## src/rtl/wshb_rr_arbiter.sv

```systemverilog
// N-master to 1-slave pipelined Wishbone arbiter.
// Round-robin grant, per-tenure ack quota, outstanding cap.
module wshb_rr_arbiter #(
  parameter int N_MASTERS  = 2,
  parameter int DATA_BYTES = 4,
  parameter int ADDR_WIDTH = 32,
  parameter int QUOTA      = 64,
  parameter int MAX_OUTST  = 4
) (
  input  logic                                       sys_clk,
  input  logic                                       sys_rst,
  input  logic [N_MASTERS-1:0]                       m_cyc,
  input  logic [N_MASTERS-1:0]                       m_stb,
  input  logic [N_MASTERS-1:0]                       m_we,
  input  logic [N_MASTERS-1:0][ADDR_WIDTH-1:0]       m_adr,
  input  logic [N_MASTERS-1:0][8*DATA_BYTES-1:0]     m_dat_w,
  input  logic [N_MASTERS-1:0][DATA_BYTES-1:0]       m_sel,
  output logic [N_MASTERS-1:0]                       m_ack,
  output logic [N_MASTERS-1:0]                       m_stall,
  output logic [8*DATA_BYTES-1:0]                    m_dat_r,
  output logic                                       s_cyc,
  output logic                                       s_stb,
  output logic                                       s_we,
  output logic [ADDR_WIDTH-1:0]                      s_adr,
  output logic [8*DATA_BYTES-1:0]                    s_dat_w,
  output logic [DATA_BYTES-1:0]                      s_sel,
  input  logic                                       s_ack,
  input  logic                                       s_stall,
  input  logic [8*DATA_BYTES-1:0]                    s_dat_r,
  output logic [$clog2(N_MASTERS)-1:0]               gnt_idx,
  output logic                                       busy
);

  localparam int IW = $clog2(N_MASTERS);
  localparam int OW = $clog2(MAX_OUTST + 1);
  localparam int QW = (QUOTA > 0) ? $clog2(QUOTA + 1) : 1;

  typedef enum logic [1:0] {IDLE, OWN, DRAIN} state_t;

  state_t               state;
  state_t               nstate;
  logic [IW-1:0]        ptr;
  logic [IW-1:0]        pick;
  logic [IW-1:0]        cand;
  logic                 any_req;
  logic [OW-1:0]        outst;
  logic [OW-1:0]        outst_nxt;
  logic [QW-1:0]        qcnt;
  logic                 qcnt_full;
  logic                 quota_hit;
  logic                 hold;
  logic                 accept;
  logic                 contend;
  logic [N_MASTERS-1:0] gnt_oh;

  assign gnt_oh    = N_MASTERS'(1) << gnt_idx;
  assign contend   = |(m_cyc & ~gnt_oh);
  assign hold      = (outst == OW'(MAX_OUTST));
  assign accept    = s_stb & ~s_stall;
  assign qcnt_full = (qcnt == QW'(QUOTA));
  assign quota_hit = (QUOTA != 0) && qcnt_full;
  assign busy      = (state != IDLE);
  assign m_dat_r   = s_dat_r;

  // Slave-side mux follows only the registered grant.
  assign s_we    = m_we[gnt_idx];
  assign s_adr   = m_adr[gnt_idx];
  assign s_dat_w = m_dat_w[gnt_idx];
  assign s_sel   = m_sel[gnt_idx];

  // Round-robin scan: nearest requester after ptr wins.
  always_comb begin
    pick    = ptr;
    cand    = ptr;
    any_req = 1'b0;
    for (int i = N_MASTERS; i >= 1; i--) begin
      cand = IW'((int'(ptr) + i) % N_MASTERS);
      if (m_cyc[cand]) begin
        pick    = cand;
        any_req = 1'b1;
      end
    end
  end

  // Outstanding count: accepts up, acks down.
  always_comb begin
    outst_nxt = outst;
    if (accept && !s_ack) begin
      outst_nxt = outst + OW'(1);
    end else if (!accept && s_ack && outst != '0) begin
      outst_nxt = outst - OW'(1);
    end
  end

  // State register; reset drops the bus at once.
  always_ff @(posedge sys_clk or posedge sys_rst) begin
    if (sys_rst) begin
      state <= IDLE;
    end else begin
      state <= nstate;
    end
  end

  // Next-state selection.
  always_comb begin
    nstate = state;
    unique case (state)
      IDLE: begin
        if (any_req) nstate = OWN;
      end
      OWN: begin
        if (!m_cyc[gnt_idx]) begin
          nstate = IDLE;
        end else if (quota_hit && contend) begin
          nstate = DRAIN;
        end
      end
      DRAIN: begin
        if (outst == '0 || !m_cyc[gnt_idx]) nstate = IDLE;
      end
      default: nstate = IDLE;
    endcase
  end

  // Bus control and per-master stall/ack steering.
  always_comb begin
    s_cyc   = 1'b0;
    s_stb   = 1'b0;
    m_stall = '1;
    m_ack   = '0;
    unique case (state)
      IDLE: begin
        s_cyc = 1'b0;
      end
      OWN: begin
        s_cyc            = m_cyc[gnt_idx];
        s_stb            = m_stb[gnt_idx] & ~hold;
        m_stall[gnt_idx] = s_stall | hold;
        m_ack[gnt_idx]   = s_ack;
      end
      DRAIN: begin
        s_cyc          = 1'b1;
        m_ack[gnt_idx] = s_ack;
      end
      default: begin
        s_cyc = 1'b0;
      end
    endcase
  end

  // Grant, pointer, outstanding and quota bookkeeping.
  always_ff @(posedge sys_clk or posedge sys_rst) begin
    if (sys_rst) begin
      gnt_idx <= '0;
      ptr     <= IW'(N_MASTERS - 1);
      outst   <= '0;
      qcnt    <= '0;
    end else begin
      unique case (state)
        IDLE: begin
          if (any_req) begin
            gnt_idx <= pick;
            outst   <= '0;
            qcnt    <= '0;
          end
        end
        OWN: begin
          if (nstate == IDLE) begin
            ptr   <= gnt_idx;
            outst <= '0;
          end else begin
            outst <= outst_nxt;
            if (quota_hit && !contend) begin
              qcnt <= '0;
            end else if (s_ack && !qcnt_full) begin
              qcnt <= qcnt + QW'(1);
            end
          end
        end
        DRAIN: begin
          outst <= outst_nxt;
          if (nstate == IDLE) ptr <= gnt_idx;
        end
        default: begin
          outst <= '0;
        end
      endcase
    end
  end

endmodule

```

## config.mk

```make
export PLATFORM = sky130hd
export DESIGN_NAME = wshb_rr_arbiter
export DESIGN_NICKNAME = d
export VERILOG_FILES = /design/src/rtl/wshb_rr_arbiter.sv
export SDC_FILE = /design/constraint.sdc
export NUM_CORES = 1
export LEC_CHECK = 0
export BUFFER_PORTS_ARGS = -buffer_cell sky130_fd_sc_hd__clkbuf_2
export CAP_MARGIN = 15
export CORE_AREA = 2 2 111 113
export CTS_CLUSTER_SIZE = 8
export DETAILED_ROUTE_END_ITERATION = 6
export DIE_AREA = 0 0 113 115
export PLACE_DENSITY = 0.53
export SLEW_MARGIN = 20
export SYNTH_ARGS = -nofsm -noshare
export SYNTH_HDL_FRONTEND = slang
export SYNTH_SLANG_ARGS = --single-unit
```

## constraint.sdc

```tcl
create_clock -name sys_clk -period 3 [get_ports sys_clk]
set_input_delay 0.6 -clock sys_clk [delete_from_list [all_inputs] [get_ports sys_clk]]
set_output_delay 0.6 -clock sys_clk [all_outputs]
set_load 0.03 [all_outputs]
```

==> impl_metrics.xml <==
<?xml version="1.0" encoding="UTF-8"?>
<metrics>
  <group name="final_layout">
    <metric name="fill_cells" unit="">1283</metric>
    <metric name="post_route_cells_drive_above_1_share" unit="">0.741</metric>
    <metric name="finish.cell_count_without_fillers" unit="">571</metric>
    <metric name="layout.cells.most_common_list" unit="">222 x clkbuf_2, 71 x mux2_2, 13 x nor2_1, 13 x nand2_1, 12 x dfrtp_1</metric>
    <metric name="area.growth.synth_to_final" unit="%">48.5</metric>
    <metric name="multi_input_gate_area" unit="µm²">1540</metric>
    <metric name="final-seq-area" unit="µm²">353</metric>
    <metric name="postLayoutCellArea" unit="µm²">3330</metric>
    <metric name="most_common_cell_after_layout_fill_and_taps_aside" unit="">clkbuf_2</metric>
    <metric name="antenna_cells_inserted" unit="">0</metric>
    <metric name="layout.nets" unit="">612</metric>
  </group>
  <group name="route">
    <metric name="detail_route.wirelength" unit="mm">10.3</metric>
    <metric name="route.vias.total" unit="">2526</metric>
    <metric name="drtAntennaViolNets" unit="">0</metric>
    <metric name="drt_pre_antenna_iters" unit="">6</metric>
    <metric name="detail_route.drc_violations" unit="">20</metric>
    <metric name="route.detailed.vias_per_inst" unit="">4.42</metric>
    <metric name="drt_first_iter_violations" unit="">124</metric>
    <metric name="routed_wire_length_per_instance" unit="µm">18.1</metric>
  </group>
  <group name="outcome">
    <metric name="status" unit="">finished with violations</metric>
    <metric name="violations" unit="">design-rule violations</metric>
  </group>
  <group name="timing">
    <metric name="final_period_minus_worst_setup_slack" unit="ns">2.63</metric>
    <metric name="max_freq" unit="MHz">381</metric>
    <metric name="worst_pin_slew" unit="ns">0.760</metric>
    <metric name="slew_headroom" unit="">0.491</metric>
    <metric name="fin_worst_skew" unit="ns">0.00356</metric>
    <metric name="setup_tns" unit="ns">0</metric>
    <metric name="timing.final.max_slew_violations" unit="">0</metric>
    <metric name="grt_setup_unrepaired" unit="">no</metric>
    <metric name="finalCritPeriodShare" unit="">0.876</metric>
    <metric name="report.final.setup_viol" unit="">0</metric>
    <metric name="hold_violations" unit="">0</metric>
  </group>
  <group name="placed_design">
    <metric name="cell_area_placed" unit="µm²">3240</metric>
    <metric name="detailedPlacementHpwl" unit="mm">9.24</metric>
    <metric name="finalWeightedCongestion" unit="">0.833</metric>
    <metric name="dpl.cell_count" unit="">567</metric>
    <metric name="numPortBuffers" unit="">222</metric>
  </group>
  <group name="power">
    <metric name="cellLeakagePower" unit="µW">0.00175</metric>
    <metric name="power.ir.vdd_worst" unit="mV">0.380</metric>
    <metric name="powerDensity" unit="nW/µm²">885</metric>
    <metric name="total_power" unit="µW">2950</metric>
  </group>
  <group name="grt">
    <metric name="via_count_of_the_first_global_routing_pass" unit="">2438</metric>
    <metric name="grtUsageTotal" unit="">0.143</metric>
    <metric name="grt_pass1_wl" unit="mm">13.9</metric>
    <metric name="grt_antenna_before_repair" unit="">0</metric>
    <metric name="grt_max_degree" unit="">44</metric>
    <metric name="grt.overflow.total" unit="">0</metric>
  </group>
  <group name="cts">
    <metric name="clockRootBuffer" unit="">clkbuf_16</metric>
    <metric name="clock_sink_count" unit="">14</metric>
    <metric name="clk_latency" unit="ns">0.25</metric>
    <metric name="numCtsBuffers" unit="">3</metric>
    <metric name="cts_tree" unit="">yes</metric>
    <metric name="post_cts_repair_setup_buffers" unit="">0</metric>
    <metric name="worst_setup_hold_path_clk_slew" unit="ns">0.05</metric>
    <metric name="clock_tree.htree_level_count" unit="">1</metric>
    <metric name="cts_buffer_depth" unit="">2</metric>
    <metric name="holdBufCountCts" unit="">0</metric>
    <metric name="postCtsResizedCells" unit="">0</metric>
  </group>
  <group name="logic_synthesis">
    <metric name="synth_seq_area_share" unit="">0.157</metric>
    <metric name="netlist_top_cells_area" unit="">mux2_2 36%, dfrtp_1 15%, buf_4 11%</metric>
    <metric name="yosys_register_bits" unit="">14</metric>
    <metric name="synth_top_cell_area_share" unit="">0.357</metric>
    <metric name="yosysTopAreaCell" unit="">mux2_2</metric>
    <metric name="mean_post_synth_cell_area" unit="µm²">9.34</metric>
    <metric name="post_synth_instance_area" unit="µm²">2240</metric>
    <metric name="distinct_cell_type_count_after_synthesis" unit="">50</metric>
    <metric name="yosysWarningCount" unit="">0</metric>
    <metric name="syn_nets" unit="">427</metric>
    <metric name="synthArstFlopShare" unit="">1.00</metric>
    <metric name="synth_edf_count" unit="">0</metric>
    <metric name="synth-main-ff-cell" unit="">dfrtp_1</metric>
    <metric name="synthCells" unit="">240</metric>
  </group>
  <group name="die">
    <metric name="placeable_area" unit="µm²">11800</metric>
    <metric name="row_count" unit="">40</metric>
    <metric name="chipWidth" unit="µm">113</metric>
    <metric name="chip_height" unit="µm">115</metric>
    <metric name="initial_core_util" unit="">0.190</metric>
    <metric name="boundaryPins" unit="">287</metric>
    <metric name="fp.dieArea" unit="µm²">13000</metric>
  </group>
  <group name="setup_path">
    <metric name="critical-path-slowest-cell" unit="">dfrtp_1</metric>
    <metric name="worst_r2r_src" unit="">state[1]</metric>
    <metric name="crit_path_max_incr_delay" unit="ns">0.42</metric>
    <metric name="reg2reg_depth" unit="">8</metric>
    <metric name="crit_family" unit="">flip-flops</metric>
    <metric name="crit_required" unit="ns">2.40</metric>
    <metric name="worstSetupPathDepth" unit="">5</metric>
    <metric name="cp_cell_sequence" unit="">inv_1 -&gt; ha_1 -&gt; a21bo_2 -&gt; or3_1 -&gt; clkbuf_2</metric>
    <metric name="startpoint_type" unit="">flip-flop</metric>
    <metric name="crit_path_end_kind" unit="">output pin</metric>
    <metric name="timing.critical_path.fanout_max" unit="">11</metric>
    <metric name="cp.buffers_inverters" unit="">2</metric>
    <metric name="critical_path_start_end_classification" unit="">flip-flop to output pin</metric>
    <metric name="cp.arrival" unit="ns">2.03</metric>
    <metric name="startpoint" unit="">state[1]</metric>
  </group>
  <group name="min_path">
    <metric name="min-delay-path-class" unit="">primary input to async pin</metric>
  </group>
  <group name="run">
    <metric name="max_cap_viol_count" unit="">0</metric>
  </group>
</metrics>
[layer usage]
layer / vias up / wire [µm] / GRT usage
met3: 5 / 1520 / 0.0691
met5: - / 0 / 0
met1: 1158 / 4380 / 0.193
met2: 159 / 4370 / 0.212
met4: 0 / 76 / 0.0163
li1: 1204 / - / -
[Yosys cell counts (all sizes together), types with 4 or more instances]
cell type	count
nor2	13
o21ai	5
a31oi	6
inv	10
o2bb2ai	4
mux2	72
clkbuf	11
dfrtp	13
buf	33
and2	4
nand2	13
ha	9
[area by class of cell]
cell class / count / share of cell area
flip-flops and latches: 14 / 0.106
inverters: 10 / 0.0113
well taps: 147 / 0.0552
clock buffers: 4 / 0.0267
repair buffers: 224 / 0.338
multi-input cells: 172 / 0.463
[power breakdown]
| group | switching, µW | internal, µW |
|---|---|---|
| Clock | 85.2 | 203 |
| Sequential | 53.3 | 242 |
| Combinational | 1510 | 849 |
| Total | 1650 | 1290 |
[registers in the layout, indices dropped and copies added (netlist names)]
name     count
qcnt         7
gnt_idx      1
state        2
ptr          1
outst        3
[cell families after synthesis]
group                    after synthesis  share of synthesized area
multiplexers                          74                      0.372
buffers and inverters                 54                      0.156
adder cells (fa/ha/maj)                9                     0.0502
flip-flops                            14                      0.157
AO/OA/AOI/OAI                         33                      0.127
AND/OR/NAND/NOR                       56                      0.137
[through the flow]
stage          hold WS [ns]  setup slack, ns   util
2_1_floorplan         0.489            0.585      -
3_3_place_gp          0.546            0.483  0.274
3_5_place_dp          0.554            0.436  0.274
4_1_cts               0.445            0.383  0.282
5_1_grt               0.459            0.158  0.282
6_report              0.403            0.373  0.282
[final timing paths]
check | to | slack, ns
max | m_stall[0] | 0.37
min | state[1] | 0.40
max reg2reg | qcnt[1] | 0.40
min reg2reg | qcnt[6] | 0.56
max in group asynchronous | gnt_idx | 2.17
min in group sys_clk | qcnt[6] | 0.56
No activity file was read; power rests on OpenSTA's default activity.
